[src/rtl/calc_key_ctrl.sv]
// calc_key_ctrl
// Keypad sequencing controller for the calculator LCD picture generator.
// It turns single-cycle navigation/select pulses into a 4x4 keypad cursor and
// a 16-character input string. On '=' it evaluates the string left to right,
// one character per cycle, with a shift-add multiplier for '*'.
//
// Ports:
//   clk_in          system clock
//   sys_rst         synchronous active-high reset
//   btn_up/down/left/right  single-cycle cursor move pulses
//   btn_sel         single-cycle pulse, activates the key under the cursor
//   cursor_x/_y     cursor column/row, 0..3
//   disp_str_flat   input string, char k at bits [k*8+:8], unused = 0x20
//   result          last evaluation result (unsigned)
//   calc_done       high while result is valid
//   busy            high while evaluation is in progress
module calc_key_ctrl #(
  parameter int MAX_LEN = 16,
  parameter int RES_W   = 24
) (
  input  logic                 clk_in,
  input  logic                 sys_rst,
  input  logic                 btn_up,
  input  logic                 btn_down,
  input  logic                 btn_left,
  input  logic                 btn_right,
  input  logic                 btn_sel,
  output logic [3:0]           cursor_x,
  output logic [3:0]           cursor_y,
  output logic [MAX_LEN*8-1:0] disp_str_flat,
  output logic [RES_W-1:0]     result,
  output logic                 calc_done,
  output logic                 busy
);

  localparam int LEN_W = $clog2(MAX_LEN + 1);
  localparam int IDX_W = $clog2(MAX_LEN);
  localparam int CNT_W = $clog2(RES_W);
  localparam logic [LEN_W-1:0] LEN_MAX  = LEN_W'(MAX_LEN);
  localparam logic [CNT_W-1:0] MUL_LAST = CNT_W'(RES_W - 1);

  localparam logic [7:0] CH_SP    = 8'h20;
  localparam logic [7:0] CH_PLUS  = 8'h2B;
  localparam logic [7:0] CH_MINUS = 8'h2D;
  localparam logic [7:0] CH_MUL   = 8'h2A;
  localparam logic [7:0] CH_EQ    = 8'h3D;
  localparam logic [7:0] CH_CLR   = 8'h43;
  localparam logic [7:0] CH_BS    = 8'h42;

  typedef enum logic [1:0] {
    IDLE = 2'd0,
    EVAL = 2'd1,
    MUL  = 2'd2,
    DONE = 2'd3
  } state_t;

  // Keypad legend; C, = and B are internal codes and never stored in the string.
  function automatic logic [7:0] key_at(input logic [1:0] row, input logic [1:0] col);
    logic [7:0] k;
    case ({row, col})
      4'd0:    k = 8'h31;
      4'd1:    k = 8'h32;
      4'd2:    k = 8'h33;
      4'd3:    k = CH_PLUS;
      4'd4:    k = 8'h34;
      4'd5:    k = 8'h35;
      4'd6:    k = 8'h36;
      4'd7:    k = CH_MINUS;
      4'd8:    k = 8'h37;
      4'd9:    k = 8'h38;
      4'd10:   k = 8'h39;
      4'd11:   k = CH_MUL;
      4'd12:   k = CH_CLR;
      4'd13:   k = 8'h30;
      4'd14:   k = CH_EQ;
      4'd15:   k = CH_BS;
      default: k = CH_SP;
    endcase
    return k;
  endfunction

  function automatic logic is_digit(input logic [7:0] c);
    return (c >= 8'h30) && (c <= 8'h39);
  endfunction

  function automatic logic is_op(input logic [7:0] c);
    return (c == CH_PLUS) || (c == CH_MINUS) || (c == CH_MUL);
  endfunction

  state_t                  state, state_nx;
  logic [1:0]              cur_x, cur_x_nx, cur_y, cur_y_nx;
  logic [MAX_LEN-1:0][7:0] str, str_nx;
  logic [LEN_W-1:0]        len, len_nx, idx, idx_nx;
  logic [RES_W-1:0]        acc, acc_nx, opnd, opnd_nx;
  logic [RES_W-1:0]        mcand, mcand_nx, mplier, mplier_nx, prod, prod_nx;
  logic [RES_W-1:0]        result_nx;
  logic [7:0]              pend_op, pend_op_nx;
  logic [CNT_W-1:0]        mul_cnt, mul_cnt_nx;
  logic                    calc_done_nx, busy_nx;

  logic [7:0]              key, last_ch, cur_ch;
  logic [LEN_W-1:0]        len_m1;
  logic                    at_end, edit_ok, accepted, apply_done;
  logic [RES_W-1:0]        apply_val, mul_sum;

  assign cursor_x      = {2'b00, cur_x};
  assign cursor_y      = {2'b00, cur_y};
  assign disp_str_flat = str;

  // Next-state, cursor, edit and evaluation datapath.
  always_comb begin
    state_nx     = state;
    cur_x_nx     = cur_x;
    cur_y_nx     = cur_y;
    str_nx       = str;
    len_nx       = len;
    idx_nx       = idx;
    acc_nx       = acc;
    opnd_nx      = opnd;
    mcand_nx     = mcand;
    mplier_nx    = mplier;
    prod_nx      = prod;
    pend_op_nx   = pend_op;
    mul_cnt_nx   = mul_cnt;
    result_nx    = result;
    calc_done_nx = calc_done;
    busy_nx      = busy;
    accepted     = 1'b0;
    apply_done   = 1'b0;
    apply_val    = acc;
    mul_sum      = prod;

    key     = key_at(cur_y, cur_x);
    len_m1  = len - LEN_W'(1);
    last_ch = (len != {LEN_W{1'b0}}) ? str[len_m1[IDX_W-1:0]] : CH_SP;
    // idx == len marks the virtual end-of-string terminator.
    at_end  = (idx == len);
    cur_ch  = at_end ? CH_SP : str[idx[IDX_W-1:0]];
    edit_ok = (state == IDLE) || (state == DONE);

    // One pulse per cycle wins; sel suppresses moves even when it is ignored.
    if (btn_sel) begin
      if (edit_ok) begin
        if (is_digit(key)) begin
          if (len < LEN_MAX) begin
            str_nx[len[IDX_W-1:0]] = key;
            len_nx   = len + LEN_W'(1);
            accepted = 1'b1;
          end else begin
            accepted = 1'b0;
          end
        end else if (is_op(key)) begin
          if ((len != {LEN_W{1'b0}}) && (len < LEN_MAX) && is_digit(last_ch)) begin
            str_nx[len[IDX_W-1:0]] = key;
            len_nx   = len + LEN_W'(1);
            accepted = 1'b1;
          end else begin
            accepted = 1'b0;
          end
        end else if (key == CH_BS) begin
          if (len != {LEN_W{1'b0}}) begin
            str_nx[len_m1[IDX_W-1:0]] = CH_SP;
            len_nx   = len_m1;
            accepted = 1'b1;
          end else begin
            accepted = 1'b0;
          end
        end else if (key == CH_CLR) begin
          str_nx   = {MAX_LEN{CH_SP}};
          len_nx   = {LEN_W{1'b0}};
          accepted = 1'b1;
        end else if ((key == CH_EQ) && (state == IDLE) && (len != {LEN_W{1'b0}})) begin
          state_nx   = EVAL;
          busy_nx    = 1'b1;
          idx_nx     = {LEN_W{1'b0}};
          acc_nx     = {RES_W{1'b0}};
          opnd_nx    = {RES_W{1'b0}};
          pend_op_nx = CH_PLUS;
        end else begin
          accepted = 1'b0;
        end
        // A successful edit invalidates the shown result but keeps its value.
        if (accepted && (state == DONE)) begin
          state_nx     = IDLE;
          calc_done_nx = 1'b0;
        end else begin
          calc_done_nx = calc_done_nx;
        end
      end else begin
        accepted = 1'b0;
      end
    end else if (btn_up) begin
      cur_y_nx = cur_y - 2'd1;
    end else if (btn_down) begin
      cur_y_nx = cur_y + 2'd1;
    end else if (btn_left) begin
      cur_x_nx = cur_x - 2'd1;
    end else if (btn_right) begin
      cur_x_nx = cur_x + 2'd1;
    end else begin
      cur_x_nx = cur_x;
    end

    case (state)
      EVAL: begin
        if (!at_end && is_digit(cur_ch)) begin
          opnd_nx = (opnd << 3) + (opnd << 1) + RES_W'(cur_ch[3:0]);
          idx_nx  = idx + LEN_W'(1);
        end else if (pend_op == CH_MUL) begin
          // Multiply is deferred to MUL; idx stays on this operator/terminator.
          mcand_nx   = acc;
          mplier_nx  = opnd;
          prod_nx    = {RES_W{1'b0}};
          mul_cnt_nx = {CNT_W{1'b0}};
          state_nx   = MUL;
        end else if (pend_op == CH_MINUS) begin
          apply_done = 1'b1;
          apply_val  = (opnd > acc) ? {RES_W{1'b0}} : (acc - opnd);
        end else begin
          apply_done = 1'b1;
          apply_val  = acc + opnd;
        end
      end
      MUL: begin
        mul_sum    = prod + (mplier[0] ? mcand : {RES_W{1'b0}});
        prod_nx    = mul_sum;
        mcand_nx   = mcand << 1;
        mplier_nx  = mplier >> 1;
        mul_cnt_nx = mul_cnt + CNT_W'(1);
        // The last bit finishes the apply here so '*' costs exactly RES_W cycles.
        if (mul_cnt == MUL_LAST) begin
          apply_done = 1'b1;
          apply_val  = mul_sum;
        end else begin
          apply_done = 1'b0;
        end
      end
      IDLE:    state_nx = state_nx;
      DONE:    state_nx = state_nx;
      default: state_nx = IDLE;
    endcase

    // Common tail of an operator apply: latch the accumulator, then either
    // finish or adopt the operator at idx as the pending one.
    if (apply_done) begin
      acc_nx  = apply_val;
      opnd_nx = {RES_W{1'b0}};
      if (at_end) begin
        result_nx    = apply_val;
        state_nx     = DONE;
        busy_nx      = 1'b0;
        calc_done_nx = 1'b1;
      end else begin
        pend_op_nx = cur_ch;
        idx_nx     = idx + LEN_W'(1);
        state_nx   = EVAL;
      end
    end else begin
      acc_nx = acc_nx;
    end
  end

  // State and datapath registers with synchronous reset.
  always_ff @(posedge clk_in) begin
    if (sys_rst) begin
      state     <= IDLE;
      cur_x     <= 2'd0;
      cur_y     <= 2'd0;
      str       <= {MAX_LEN{CH_SP}};
      len       <= {LEN_W{1'b0}};
      idx       <= {LEN_W{1'b0}};
      acc       <= {RES_W{1'b0}};
      opnd      <= {RES_W{1'b0}};
      mcand     <= {RES_W{1'b0}};
      mplier    <= {RES_W{1'b0}};
      prod      <= {RES_W{1'b0}};
      pend_op   <= CH_PLUS;
      mul_cnt   <= {CNT_W{1'b0}};
      result    <= {RES_W{1'b0}};
      calc_done <= 1'b0;
      busy      <= 1'b0;
    end else begin
      state     <= state_nx;
      cur_x     <= cur_x_nx;
      cur_y     <= cur_y_nx;
      str       <= str_nx;
      len       <= len_nx;
      idx       <= idx_nx;
      acc       <= acc_nx;
      opnd      <= opnd_nx;
      mcand     <= mcand_nx;
      mplier    <= mplier_nx;
      prod      <= prod_nx;
      pend_op   <= pend_op_nx;
      mul_cnt   <= mul_cnt_nx;
      result    <= result_nx;
      calc_done <= calc_done_nx;
      busy      <= busy_nx;
    end
  end

endmodule

[config.mk]
export PLATFORM = sky130hd
export DESIGN_NAME = calc_key_ctrl
export DESIGN_NICKNAME = d
export VERILOG_FILES = /design/src/rtl/calc_key_ctrl.sv
export SDC_FILE = /design/constraint.sdc
export NUM_CORES = 1
export LEC_CHECK = 0
export ABC_AREA = 1
export CAP_MARGIN = 25
export CORE_ASPECT_RATIO = 0.5
export CORE_MARGIN = 2
export CORE_UTILIZATION = 55
export DETAILED_ROUTE_END_ITERATION = 12
export GPL_TIMING_DRIVEN = 0
export PLACE_DENSITY_LB_ADDON = 0.05
export SYNTH_ARGS = -nofsm -noshare
export SYNTH_HDL_FRONTEND = slang
export SYNTH_SLANG_ARGS = --single-unit
[constraint.sdc]
create_clock -name clk_in -period 10.9 [get_ports clk_in]
set_clock_uncertainty 0.15 [all_clocks]
set_input_delay 1.635 -clock clk_in [delete_from_list [all_inputs] [get_ports clk_in]]
set_output_delay 1.635 -clock clk_in [all_outputs]
set_load 0.02 [all_outputs]
==> reports/summary.txt <==
Worst R2R Path Depth: 17
Fmax: 0.185 GHz
Worst slew pin tran: 1.07 ns
Final Critical Period: 5.40 ns
Main synth FF type: dfxtp_1
R2R Path End: disp_str_flat[79]$_SDFFE_PP0P_
Global-route usage over all layers: 42.4%
Synth Area in Compound Gates: 21.6%
Routability Congestion: 1.05
Global routing usage on met1: 58.1%
Max-cap viol count: 0
Ratio of cells with drive above 1 in the final layout: 5.18%
Initial antenna violation count: 0
First-pass GRT wire length: 138,000 um
Outcome: complete, no violations
Post-route ant nets: 0
Cell Rows: 51
Total grt overflow: 0
DR vias: 26,500
Syn avg cell area: 6.21 um2
Vias in the first global route: 24,100
Mapped Area: 22,100 um2
Clk Latency, worst-skew pair: 0.61 ns
Post-synth EDFFs: 0
Area share of fa/ha/maj cells after synthesis: 7.75%
Simple-Gate Fraction of Synth Area: 30.6%
Reg-to-reg startpoint: len[0]$_SDFFE_PP0P_
Drt pass-1 iters: 6
Detailed Place HPWL: 70,100 um
Syn-to-layout area delta: 15.2%
Max-slew headroom: 28.3%
Antenna fix cells: 0
Nets: 3,901
Hold depth: 2
Power Dens Cells: 115 nW/um2
Initial Utilization: 56.4%
Die Y: 146 um
Crit end category: flip-flop
Die area: 41,900 um2
Num ports: 169
Synth cell types: 57
CTS tree: built
Max-slew violations: 0
Final Util: 64.9%
Part of the Yosys area used for sequential elements: 27.4%
Worst path buffer plus inverter count: 6
Busiest grt layer: met2
Residual DRC: 0
Worst IR drop on VDD: 0.000141 V
Placed Cells: 4,259
Yosys Warn Count: 0
Non-Filler Instances: 4,312
H-tree levels: 1
Crit path largest cell delay: 0.80 ns
Die X: 288 um
Post-synth ARST share: 0%
Clock Pin Slew Worst Setup and Hold Paths: 0.08 ns
PostCTS Resize Cnt: 0
Total clock buffers created by CTS: 29
Cts hold-fix bufs: 0
Largest net degree at the start of global routing: 16
Family with the most delay on the worst path: buffers and inverters
Crit-path slowest cell: clkbuf_1
Fillers: 3,611
CORE AREA: 39,200 um2
Kind of critical path: reg -> reg
Reg2reg setup slack: 5.50 ns
Clock buffer depth: 3
Met2 Resource Use GR: 63.6%
Worst Hold Class: reg -> reg
Worst path most repeated cell: o21ai_0
GRT met3 Usage: 8.62%
Crit Path Max Fanout: 13
HP Start: result[12]$_SDFFE_PP0P_
Wirelength per Cell: 21.4 um
Root Driver: clkbuf_16
P_leak: 11.1 nW
Worst Setup SP: len[0]$_SDFFE_PP0P_
Critical Path Start Type: flip-flop
Initial DRC count: 3,756
Post-Route WL: 92,500 um
Period utilization: 49.5%
Final setup fails: 0
Vias per std cell: 6.14
Postcts setup bufs: 0
Gate count after technology mapping: 3,563
Data required, critical path: 11.24 ns
IO buf count: 163
RSZ-0062 raised after global routing: false
Synth Register Bits: 303
Final hold vios: 0
Post-synthesis mux area share: 0.0452%
Main combinational cell family by area after synthesis: simple AND/OR/NAND/NOR gates
Hold path endpoint: result[12]$_SDFFE_PP0P_
Data arrival time of the worst path: 5.74 ns
Fin Setup TNS: 0 ns
Clock sinks: 303
Xor/xnor share of the synthesized area: 2.18%
Crit-path cells: inv_2 -> clkbuf_1 -> ha_1 -> inv_2 -> clkbuf_1 -> o21ai_0 -> o21ai_0 -> a22oi_1 -> nand2_1 -> nand2_1 -> nand3_1 -> nand3_1 -> nand2_2 -> buf_2 -> o211ai_1 -> o21ai_0 -> inv_1
## worst max-delay path by stage
stage                                                end  slack (ns)  depth (start not counted)
after floorplan                      opnd[20]$_SDFF_PP0_        7.24                         20
after global placement    disp_str_flat[79]$_SDFFE_PP0P_        5.92                         17
after detailed placement  disp_str_flat[79]$_SDFFE_PP0P_        5.89                         17
after CTS                 disp_str_flat[47]$_SDFFE_PP0P_        5.83                         17
after global routing      disp_str_flat[47]$_SDFFE_PP0P_        5.44                         17
final                     disp_str_flat[79]$_SDFFE_PP0P_        5.50                         17
## cell usage after synthesis, types with 6 or more instances
library cell | count | area share [%]
a21o_1 | 19 | 0.64
a21oi_1 | 371 | 8.4
a21oi_2 | 9 | 0.36
a22oi_1 | 6 | 0.20
a31oi_1 | 60 | 1.7
buf_2 | 44 | 1.0
buf_4 | 22 | 0.75
buf_6 | 13 | 0.66
clkbuf_1 | 89 | 1.5
clkinv_1 | 6 | 0.10
dfxtp_1 | 303 | 27
ha_1 | 129 | 7.3
inv_1 | 348 | 5.9
inv_2 | 17 | 0.29
nand2_1 | 1111 | 19
nand2_2 | 6 | 0.17
nand3_1 | 221 | 5.0
nand4_1 | 21 | 0.59
nor2_1 | 219 | 3.7
nor3_1 | 26 | 0.59
nor4_1 | 7 | 0.20
o211ai_1 | 38 | 1.3
o21a_1 | 11 | 0.37
o21ai_0 | 314 | 7.1
o21ai_1 | 7 | 0.16
o21bai_1 | 18 | 0.61
or2_2 | 18 | 0.51
xnor2_1 | 18 | 0.71
xor2_1 | 34 | 1.3
## layout by cell type (no fill, tap or decap), drive strengths merged
cell type,Yosys,routed
o21bai,18,18
or2,20,20
xnor2,19,19
clkinv,6,9
fa,5,5
bufinv,0,7
conb,1,4
o21ai,324,324
a21oi,380,380
o221ai,2,2
a21o,19,19
o211ai,38,38
buf,83,83
dfxtp,303,303
mux2i,1,1
nor3,27,27
o2111ai,2,2
a21boi,4,4
nand2,1120,1120
a31o,1,1
nor3b,1,1
or3,1,1
nor4,7,7
a221oi,2,2
and3,2,2
a22oi,6,6
a31oi,60,60
nor2,227,227
a211oi,5,5
inv,367,369
ha,129,129
nand4,21,21
a22o,1,1
clkdlybuf4s50,0,163
o22ai,2,2
nand3,222,222
nand3b,3,3
clkbuf,89,130
o21a,11,11
xor2,34,34
## metrics by stage
| step | power (mW) | hold slack (ns) | cell area (um2) | setup slack, ns |
|---|---|---|---|---|
| 2_1_floorplan | 1.53 | 0.289 | 22100 | 7.24 |
| 3_3_place_gp | 1.75 | 0.278 | 24400 | 5.92 |
| 3_5_place_dp | 1.75 | 0.284 | 24400 | 5.89 |
| 4_1_cts | 2.89 | 0.298 | 25500 | 5.83 |
| 5_1_grt | 3.01 | 0.317 | 25500 | 5.44 |
| 6_report | 2.94 | 0.299 | 25500 | 5.50 |
## cells by family (layout without fill, tap and decap cells)
family | Yosys count | after routing
multiplexers | 1 | 1
flip-flops | 303 | 303
AO/OA/AOI/OAI | 875 | 875
adder cells (fa/ha/maj) | 134 | 134
XOR/XNOR | 53 | 53
AND/OR/NAND/NOR | 1651 | 1651
buffers and inverters | 545 | 761
other | 1 | 4
## worst min-delay path: stages, from the launching register on
cell and delay, ns:
dfxtp_1 0.31, nand2_1 0.06, nand2_1 0.04
## metal layers
metal  vias to the layer above  routed length [um]
li1                      12100                   -
met1                     12200               37500
met2                      1825               38200
met3                       369               11600
met4                         0                5220
met5                         -                   0
## registers in the layout, summed over array words and instances, names as in the netlist, 2 cells and up
signal,flops
state,2
mplier,24
idx,5
cur_x,2
cur_y,2
len,5
mul_cnt,5
result,24
opnd,24
prod,24
pend_op,8
acc,24
mcand,24
disp_str_flat,128
## area by class of cell
| class | count | area [um2] | area share [%] |
|---|---|---|---|
| Clock buffer | 41 | 811 | 3.18 |
| Buffer | 172 | 881 | 3.46 |
| Clock inverter | 12 | 246 | 0.967 |
| Inverter | 373 | 1410 | 5.51 |
| Tap cell | 530 | 663 | 2.60 |
| Timing Repair Buffer | 163 | 1630 | 6.40 |
| Sequential cell | 303 | 6070 | 23.8 |
| Multi-Input combinational cell | 2718 | 13800 | 54.1 |
## power breakdown
| part | switching (mW) | leakage, nW | internal [mW] |
|---|---|---|---|
| logic | 0.446 | 8.15 | 0.165 |
| clock network | 0.495 | 0.516 | 0.685 |
| registers | 0.0262 | 2.44 | 1.12 |
| total | 0.967 | 11.1 | 1.97 |
No activity file was read; power rests on OpenSTA's default activity.
